### config.mk
export PLATFORM = sky130hd
export DESIGN_NAME = mono_rx_readout_ctrl
export DESIGN_NICKNAME = d
export VERILOG_FILES = /design/src/rtl/mono_rx_pkg.sv /design/src/rtl/mono_rx_token_sync.sv /design/src/rtl/mono_rx_readout_ctrl.sv
export SDC_FILE = /design/constraint.sdc
export NUM_CORES = 1
export LEC_CHECK = 0
export CAP_MARGIN = 20
export CORE_MARGIN = 10
export CORE_UTILIZATION = 33
export CTS_CLUSTER_SIZE = 10
export DETAILED_ROUTE_END_ITERATION = 6
export PLACE_DENSITY_LB_ADDON = 0.05
export SYNTH_ARGS = -nofsm -noshare
export SYNTH_HDL_FRONTEND = slang
export SYNTH_SLANG_ARGS = --single-unit
### constraint.sdc
create_clock -name RX_CLK -period 2.45 [get_ports RX_CLK]
set_clock_uncertainty 0.05 [all_clocks]
set_input_delay 0.49 -clock RX_CLK [delete_from_list [all_inputs] [get_ports RX_CLK]]
set_output_delay 0.49 -clock RX_CLK [all_outputs]
set_load 0.01 [all_outputs]
### src/rtl/mono_rx_pkg.sv
// Shared types and default configuration for the MONOPIX readout sequencer.
// No logic; no latency; no backpressure.
package mono_rx_pkg;

    typedef enum logic [2:0] {
        ST_IDLE,
        ST_WAIT_FREEZE,
        ST_READ,
        ST_SHIFT,
        ST_STORE,
        ST_GAP,
        ST_UNFREEZE
    } state_t;

    localparam int          PHASE_W        = 8;
    localparam logic [7:0]  DEF_FREEZE_DLY = 8'd2;
    localparam logic [3:0]  DEF_READ_WIDTH = 4'd2;
    localparam logic [5:0]  DEF_DATA_BITS  = 6'd26;
    localparam logic [7:0]  DEF_STOP_DLY   = 8'd4;

    // Phase counter reload for a length where 0 means 1: max(v,1)-1.
    function automatic logic [PHASE_W-1:0] len_to_cnt(input logic [PHASE_W-1:0] v);
        return (v == '0) ? '0 : v - 1'b1;
    endfunction

endpackage

### src/rtl/mono_rx_token_sync.sv
// 2-FF synchroniser for the asynchronous chip token plus rising-edge detect.
// Latency: sync_out 2 cycles after input, rise combinational on top of it.
// Backpressure: none.
module mono_rx_token_sync (
    input  logic RX_CLK,
    input  logic RX_RST_N,
    input  logic async_in,
    output logic sync_out,
    output logic rise
);

    logic meta_q;
    logic sync_q;
    logic sync_d;

    always_ff @(posedge RX_CLK or negedge RX_RST_N) begin
        if (!RX_RST_N) begin
            meta_q <= 1'b0;
            sync_q <= 1'b0;
            sync_d <= 1'b0;
        end else begin
            meta_q <= async_in;
            sync_q <= meta_q;
            sync_d <= sync_q;
        end
    end

    assign sync_out = sync_q;
    assign rise     = sync_q & ~sync_d;

endmodule

### src/rtl/mono_rx_readout_ctrl.sv
// Token-driven readout sequencer: FREEZE/READ to the chip, SHIFT_EN/DATA_STROBE to the deserialiser.
// Latency: FREEZE 3+CONF_FREEZE_DLY cycles after token edge; hits every READ+BITS+2 cycles.
// Backpressure: FIFO_FULL holds the FSM in STORE with no strobe and no further READ.
module mono_rx_readout_ctrl
    import mono_rx_pkg::*;
#(
    parameter int TS_WIDTH        = 64,
    parameter int DATA_BITS_WIDTH = 6,
    parameter int CNT_WIDTH       = 16
) (
    input  logic                       RX_CLK,
    input  logic                       RX_RST_N,
    input  logic                       ENABLE,
    input  logic                       RX_TOKEN,
    input  logic [TS_WIDTH-1:0]        TIMESTAMP,
    input  logic [7:0]                 CONF_FREEZE_DLY,
    input  logic [3:0]                 CONF_READ_WIDTH,
    input  logic [DATA_BITS_WIDTH-1:0] CONF_DATA_BITS,
    input  logic [7:0]                 CONF_STOP_DLY,
    input  logic [CNT_WIDTH-1:0]       CONF_MAX_HITS,
    input  logic                       FIFO_FULL,
    output logic                       RX_FREEZE,
    output logic                       RX_READ,
    output logic                       SHIFT_EN,
    output logic                       DATA_STROBE,
    output logic [TS_WIDTH-1:0]        TOKEN_TIMESTAMP,
    output logic                       BUSY,
    output logic [CNT_WIDTH-1:0]       HIT_CNT,
    output logic                       OVERFLOW
);

    state_t               state, state_nxt;
    logic [PHASE_W-1:0]   cnt, cnt_nxt;
    logic                 tok_s, tok_rise;
    logic                 start, hit_inc, ovf_set;
    logic                 limit_hit;
    logic [PHASE_W-1:0]   read_cnt, bits_cnt;

    mono_rx_token_sync u_token_sync (
        .RX_CLK   (RX_CLK),
        .RX_RST_N (RX_RST_N),
        .async_in (RX_TOKEN),
        .sync_out (tok_s),
        .rise     (tok_rise)
    );

    assign read_cnt  = len_to_cnt(PHASE_W'(CONF_READ_WIDTH));
    assign bits_cnt  = len_to_cnt(PHASE_W'(CONF_DATA_BITS));
    assign limit_hit = (CONF_MAX_HITS != '0) && (HIT_CNT == CONF_MAX_HITS);

    always_ff @(posedge RX_CLK or negedge RX_RST_N) begin
        if (!RX_RST_N) begin
            state <= ST_IDLE;
        end else begin
            state <= state_nxt;
        end
    end

    // One phase counter shared by every timed state; it is reloaded on each transition.
    always_comb begin
        state_nxt = state;
        cnt_nxt   = (cnt != '0) ? cnt - 1'b1 : cnt;
        start     = 1'b0;
        hit_inc   = 1'b0;
        ovf_set   = 1'b0;
        case (state)
            ST_IDLE: begin
                if (tok_rise && ENABLE) begin
                    state_nxt = ST_WAIT_FREEZE;
                    cnt_nxt   = CONF_FREEZE_DLY;
                    start     = 1'b1;
                end
            end
            ST_WAIT_FREEZE: begin
                if (cnt == '0) begin
                    state_nxt = ST_READ;
                    cnt_nxt   = read_cnt;
                end
            end
            ST_READ: begin
                if (cnt == '0) begin
                    state_nxt = ST_SHIFT;
                    cnt_nxt   = bits_cnt;
                end
            end
            ST_SHIFT: begin
                if (cnt == '0) begin
                    state_nxt = ST_STORE;
                end
            end
            ST_STORE: begin
                if (!FIFO_FULL) begin
                    hit_inc   = 1'b1;
                    state_nxt = ST_GAP;
                end
            end
            ST_GAP: begin
                if (tok_s && limit_hit) begin
                    ovf_set   = 1'b1;
                    state_nxt = ST_UNFREEZE;
                    cnt_nxt   = CONF_STOP_DLY;
                end else if (tok_s && ENABLE) begin
                    state_nxt = ST_READ;
                    cnt_nxt   = read_cnt;
                end else begin
                    state_nxt = ST_UNFREEZE;
                    cnt_nxt   = CONF_STOP_DLY;
                end
            end
            ST_UNFREEZE: begin
                if (cnt == '0) begin
                    state_nxt = ST_IDLE;
                end
            end
            default: state_nxt = ST_IDLE;
        endcase
    end

    // Outputs decode from state only, so an async reset drops them immediately.
    always_comb begin
        RX_FREEZE   = 1'b0;
        RX_READ     = 1'b0;
        SHIFT_EN    = 1'b0;
        DATA_STROBE = 1'b0;
        BUSY        = (state != ST_IDLE);
        case (state)
            ST_WAIT_FREEZE: RX_FREEZE = (cnt == '0);
            ST_READ: begin
                RX_FREEZE = 1'b1;
                RX_READ   = 1'b1;
            end
            ST_SHIFT: begin
                RX_FREEZE = 1'b1;
                SHIFT_EN  = 1'b1;
            end
            ST_STORE: begin
                RX_FREEZE   = 1'b1;
                DATA_STROBE = !FIFO_FULL;
            end
            ST_GAP:      RX_FREEZE = 1'b1;
            ST_UNFREEZE: RX_FREEZE = (cnt != '0);
            default: ;
        endcase
    end

    always_ff @(posedge RX_CLK or negedge RX_RST_N) begin
        if (!RX_RST_N) begin
            cnt             <= '0;
            TOKEN_TIMESTAMP <= '0;
            HIT_CNT         <= '0;
            OVERFLOW        <= 1'b0;
        end else begin
            cnt <= cnt_nxt;
            if (start) begin
                TOKEN_TIMESTAMP <= TIMESTAMP;
                HIT_CNT         <= '0;
                OVERFLOW        <= 1'b0;
            end else begin
                if (hit_inc && (HIT_CNT != '1)) begin
                    HIT_CNT <= HIT_CNT + 1'b1;
                end
                if (ovf_set) begin
                    OVERFLOW <= 1'b1;
                end
            end
        end
    end

endmodule

Word-level counts from Yosys, hierarchy flattened
Index checks and enable logic that the tools add are counted.

Flip-flop bits (word level): 95. Bits in latches: 0. Bits in writable memories: 0. Memory bits (read-only): 0. Bits of input ports: 111. Memories kept: 0.

Add/sub/neg operators: 4. Multipliers: 0. Div/mod/pow operators: 0. Magnitude comparators: 0. Equal/unequal tests: 14. Shift operators: 0. Mux-type cells: 32. Bitwise logic cells: 2. Reduce and logical (&&, ||, !) cells: 17.

Operators by type and width (number): 2-to-1 mux 8 bit (8); 2-to-1 mux 16 bit (2); one-hot mux 8 bit (4 select lines) (1); 2-to-1 mux 3 bit (8); one-hot mux 3 bit (7 select lines) (1); adder 16 x 1 -> 16 bit (second input constant) (1); equality test 16 bit (1); inequality test 16 bit (second input constant) (1); nonzero test 16 bit (1); inequality test 2 bit (second input constant) (6); 2-to-1 mux 1 bit (11); equality test 3 bit (second input constant) (3); logical NOT 8 bit (1); nonzero test 8 bit (1); subtractor 8 x 1 -> 8 bit (second input constant) (1); subtractor 6 x 1 -> 7 bit (second input constant) (1); equality test 3 x 2 -> 1 bit (second input constant) (2); logical NOT 6 bit (1); AND reduction 6 bit (1); logical AND 1 bit (5); subtractor 4 x 1 -> 5 bit (second input constant) (1); logical NOT 4 bit (1); nonzero test 2 bit (2); OR reduction 4 bit (1); 7 further kinds (7).

Longest topological paths before layout
Word-level depth: 7. Depth in mapped cells: 8.

Hierarchy
Synthesis repeated with hierarchy kept, for this count alone.

Cell total of the unflattened synthesis: 420. Area total of the unflattened synthesis: 4734.5 um^2.

Modules (own cells, without submodules): mono_rx_readout_ctrl (times used 1, cells an instance 416, area each 4645.7 um^2, seq. area each 2302.2 um^2); mono_rx_token_sync (times used 1, cells an instance 4, area each 88.8 um^2, seq. area each 75.1 um^2).

Least setup slack after synthesis
No wires, ideal clock.

Path kind: flip-flop to flip-flop. From: reg HIT_CNT[7]. To: reg cnt[0]. Library setup time: 0.126 ns. Arrival time: 1.932 ns. Data required time: 2.274 ns. Setup slack: 0.342 ns. Stages on the path, launching flop included: 9. Period minus slack after synthesis: 2.108 ns. Path through: dfrtp_1 > buf_6 > xor2_2 > nor4_2 > nand4_1 > o21ba_1 > buf_6 > mux2_4 > a221o_1.

Word-level cells in the longest chain between the ends: 5.

Ends and longest elaborated chain: from (decl) (RTL line mono_rx_readout_ctrl.sv:28) `output logic [CNT_WIDTH-1:0] HIT_CNT,`; from (signal assigned) (RTL line mono_rx_readout_ctrl.sv:160) `HIT_CNT <= HIT_CNT + 1'b1;`; equality test 16 bit (RTL line mono_rx_readout_ctrl.sv:49) `assign limit_hit = (CONF_MAX_HITS != '0) && (HIT_CNT == CONF_MAX_HITS);`; logical AND 1 bit (RTL line mono_rx_readout_ctrl.sv:49); logical AND 1 bit (RTL line mono_rx_readout_ctrl.sv:98) `if (tok_s && limit_hit) begin`; 2-to-1 mux 8 bit (RTL line mono_rx_readout_ctrl.sv:98); one-hot mux 8 bit (4 select lines) (RTL line mono_rx_readout_ctrl.sv:66) `case (state)`; named net cnt_nxt[0] (RTL line mono_rx_readout_ctrl.sv:33) `logic [PHASE_W-1:0] cnt, cnt_nxt;`; to (signal assigned) (RTL line mono_rx_readout_ctrl.sv:153) `cnt <= cnt_nxt;`; to (decl) (RTL line mono_rx_readout_ctrl.sv:33).

The timed path passes the listed nets, and every way through them passes these cells. A chain may end at the register's enable or synchronous reset.

Final worst setup path
From: in FIFO_FULL. To: out DATA_STROBE.

Word-level cells in the longest chain between the ends: 2.

Ends and longest elaborated chain: from (decl) (RTL line mono_rx_readout_ctrl.sv:21) `input logic FIFO_FULL,`; logical NOT 1 bit (RTL line mono_rx_readout_ctrl.sv:138) `DATA_STROBE = !FIFO_FULL;`; 2-to-1 mux 1 bit (RTL line mono_rx_readout_ctrl.sv:126) `case (state)`; to (decl) (RTL line mono_rx_readout_ctrl.sv:25) `output logic DATA_STROBE,`.

Every way passes these cells.

==> results.yml <==
floorplanning:
  placeableCoreArea_um2: 13900
  die_w_um: 139
  floorplan.io_pins: 197
  die_h_um: 139
  design.die.area_um2: 19400
  rows: 43
  start_util: 0.338
clock_tree:
  clock_tree.buffer_depth: 2
  cts.htree.levels: 3
  worstSkewPairLatency_ns: 0.34
  numClockSinks: 95
  tritoncts: "done"
  cts_inserted_buffers: 9
  cts.clk_slew.worst_paths_ns: 0.07
  clockRootBuffer: "sky130_fd_sc_hd__clkbuf_16"
global_routing:
  grt_pass1_wl_mm: 24.9
  largest_net_degree_at_the_start_of_global_routing: 96
  grt_pass1_vias: 4448
  initial_antenna_violation_count: 0
  globalRouteOverflowTotal: 0
  grt.total_usage: 0.157
logic_synthesis:
  ys_ff_latch: 95
  synthCells: 546
  ys_top_cells_by_area: "sky130_fd_sc_hd__dfrtp_1 51%, sky130_fd_sc_hd__nand2_1 18%, sky130_fd_sc_hd__xor2_1 6.0%"
  yosysWarningCount: 0
  synth_edf_count: 0
  synth_nets: 662
  synthesis.area_per_instance_um2: 8.62
  synth_top_area_frac: 0.505
  postSynth.asyncResetShare: 1.00
  postSynth.topFlopCell: "sky130_fd_sc_hd__dfrtp_1"
  syn_area_um2: 4710
  yosysSeqAreaShare: 0.505
  synthDistinctLibCells: 52
  yosys_top_cell_by_area: "sky130_fd_sc_hd__dfrtp_1"
sta:
  timing.slew.headroom: 0.627
  finalSetupViolations: 0
  max_freq_mhz: 418
  setup_slack_ns: 0.0595
  final_min_period_over_clock_period: 0.976
  finalHoldViolations: 0
  post_layout_minimum_cycle_time_ns: 2.39
  max_transition_viols_final: 0
  tightest_slew_ns: 0.560
  grt_setup_unrepaired: "no"
  final.hold.worst_slack_ns: 0.117
placed_design:
  worst_slack_placed_ns: -0.384
  dp_hpwl_mm: 11.6
  routabilityCongestion: 0.841
  postPlaceCellArea_um2: 7060
  quantity_of_i_o_buffers_inserted_on_ports: 196
finish:
  register_area_um2: 2380
  design_area_um2: 7420
  insertedDiodeCount: 0
  finalNetCount: 876
  fillers: 1304
  final_util: 0.532
  post_route_cells_drive_above_1_share: 0.0876
  area_growth_syn_to_layout_pct: 57.6
  multiInputGateArea_um2: 2230
routing:
  ant_nets: 0
  vias: 4446
  viasPerCell: 4.70
  drc: 0
  routed_wire_length_per_instance_um: 16.5
  drt-total-wl_mm: 15.6
  drtPass1Iterations: 4
  detail_route.iter0.violations: 212
min_path:
  worst_hold_check_path_type: "in2async"
status:
  status: "completed"
critical_path:
  start_kind: "input port"
  cp-end-kind: "output port"
  start_to_end_type_of_the_worst_setup_path: "in2out"
  cp_max_fo: 2
  crit_required_ns: 1.91
  worst_ep_arrival_time_ns: 1.85
power:
  power.total_uw: 7520
  cellPowerDensity_nw_per_um2: 1010
  peak_ir_drop_on_the_vdd_network_uv: 527
  leakagePower_uw: 0.00341
run:
  max_cap_viol_count: 0
cell usage after synthesis (2+ instances only):
library cell                instances
sky130_fd_sc_hd__o31ai_1            2
sky130_fd_sc_hd__nand4_1            6
sky130_fd_sc_hd__a31oi_1            2
sky130_fd_sc_hd__a21o_1             2
sky130_fd_sc_hd__o21ai_0           17
sky130_fd_sc_hd__nand2_1          220
sky130_fd_sc_hd__clkbuf_1          14
sky130_fd_sc_hd__a221o_1            4
sky130_fd_sc_hd__xnor2_1            4
sky130_fd_sc_hd__mux2i_1            2
sky130_fd_sc_hd__nor2_1            30
sky130_fd_sc_hd__xor2_1            32
sky130_fd_sc_hd__nor3_1            10
sky130_fd_sc_hd__dfrtp_1           95
sky130_fd_sc_hd__nand4b_1           2
sky130_fd_sc_hd__inv_1              7
sky130_fd_sc_hd__buf_2              9
sky130_fd_sc_hd__nor4_1             7
sky130_fd_sc_hd__a211o_1            2
sky130_fd_sc_hd__nor4b_1            2
sky130_fd_sc_hd__or3_1              5
sky130_fd_sc_hd__nand3_1           11
sky130_fd_sc_hd__a221oi_1           2
sky130_fd_sc_hd__mux2_4             2
sky130_fd_sc_hd__and3_1             5
sky130_fd_sc_hd__a21oi_1           14
sky130_fd_sc_hd__a2bb2oi_1          2
sky130_fd_sc_hd__nand2b_1           4
sky130_fd_sc_hd__nor4_2             2
sky130_fd_sc_hd__buf_6              2
sky130_fd_sc_hd__ha_1               5
sky130_fd_sc_hd__nor3b_1            3
per-stage QoR:
stage	instances	TNS [ns]
finish	945	0
global route	945	0
CTS	943	0
detailed placement	927	-2.45
global placement	927	-2.60
floorplan	546	0
repair_timing:
action | CTS | global route
setup buffers | 0 | 2
hold buffers | 0 | 0
resized for setup | 6 | 8
endpoints found under the setup margin | 4 | 7
pin swaps | 1 | 4
final cells by class:
cell class                      instances  share of cell area
Timing Repair Buffer                  229               0.304
Clock buffer                           11              0.0314
Sequential cell                        95               0.321
Tap cell                              180              0.0304
Clock inverter                          5             0.00894
Multi-Input combinational cell        418               0.301
Inverter                                7             0.00354
state kept, by name (all words and copies together) (netlist names):
| name | cells |
|---|---|
| TOKEN_TIMESTAMP | 64 |
| HIT_CNT | 16 |
| cnt | 8 |
| state | 3 |
| OVERFLOW | 1 |
| u_token_sync.meta_q | 1 |
| u_token_sync.sync_d | 1 |
| u_token_sync.sync_out | 1 |
cell usage in the layout, fill, tap and decap left out, types with 3 or more instances in the layout:
master,Yosys,final
sky130_fd_sc_hd__nor3b_1,3,3
sky130_fd_sc_hd__clkbuf_16,0,9
sky130_fd_sc_hd__dfrtp_1,95,93
sky130_fd_sc_hd__nand4_1,6,6
sky130_fd_sc_hd__a21oi_1,14,14
sky130_fd_sc_hd__nor2_1,30,30
sky130_fd_sc_hd__o21ai_0,17,17
sky130_fd_sc_hd__buf_4,0,30
sky130_fd_sc_hd__a221o_1,4,4
sky130_fd_sc_hd__nor3_1,10,10
sky130_fd_sc_hd__ha_1,5,5
sky130_fd_sc_hd__or3_1,5,4
sky130_fd_sc_hd__nor4_1,7,5
sky130_fd_sc_hd__nor4_2,2,4
sky130_fd_sc_hd__buf_12,0,4
sky130_fd_sc_hd__nand2_1,220,220
sky130_fd_sc_hd__xnor2_1,4,4
sky130_fd_sc_hd__clkdlybuf4s50_1,0,194
sky130_fd_sc_hd__and3_1,5,4
sky130_fd_sc_hd__nand2b_1,4,3
sky130_fd_sc_hd__nand3_1,11,11
sky130_fd_sc_hd__inv_1,7,7
sky130_fd_sc_hd__xor2_1,32,32
path summary, 6_finish.rpt:
path                            depth (start not counted)               endpoint  slack [ns]           startpoint
worst max-delay path                                    3            DATA_STROBE        0.06            FIFO_FULL
worst min-delay path                                    2                 cnt[1]        0.12             RX_RST_N
worst max register to register                          6                 cnt[1]        0.31          HIT_CNT[11]
worst min register to register                          0  u_token_sync.sync_out        0.31  u_token_sync.meta_q
max in group asynchronous                               2               state[0]        1.75             RX_RST_N
min in group RX_CLK                                     0  u_token_sync.sync_out        0.31  u_token_sync.meta_q
cells by family (layout without fill, tap and decap cells):
kind of cell / after synthesis / count (layout) / synth area share
adders and majority gates: 5 / 5 / 0.0133
DFF: 95 / 95 / 0.505
buffers and inverters: 33 / 252 / 0.0319
muxes: 4 / 4 / 0.0106
xor gates and xnor gates: 37 / 37 / 0.0705
and+or+nand+nor: 315 / 315 / 0.290
AOI/OAI and AO/OA: 57 / 57 / 0.0787
layer usage:
layer  GRT usage  up-vias  part of all wire
met5           0        -                 0
met4      0.0456        0            0.0087
met3      0.0578        8             0.082
met2       0.242      125              0.47
met1       0.201     2090              0.44
li1            -     2223                 -
power breakdown:
| part | switching (uW) | internal (uW) |
|---|---|---|
| registers | 470 | 2210 |
| logic | 1540 | 1860 |
| clock network | 640 | 806 |
critical path, cell delays in order:
cell and delay [ns]:
sky130_fd_sc_hd__clkdlybuf4s50_1 0.45, sky130_fd_sc_hd__nor4b_4 0.31, sky130_fd_sc_hd__clkdlybuf4s50_1 0.59
No activity file was read; power rests on OpenSTA's default activity.
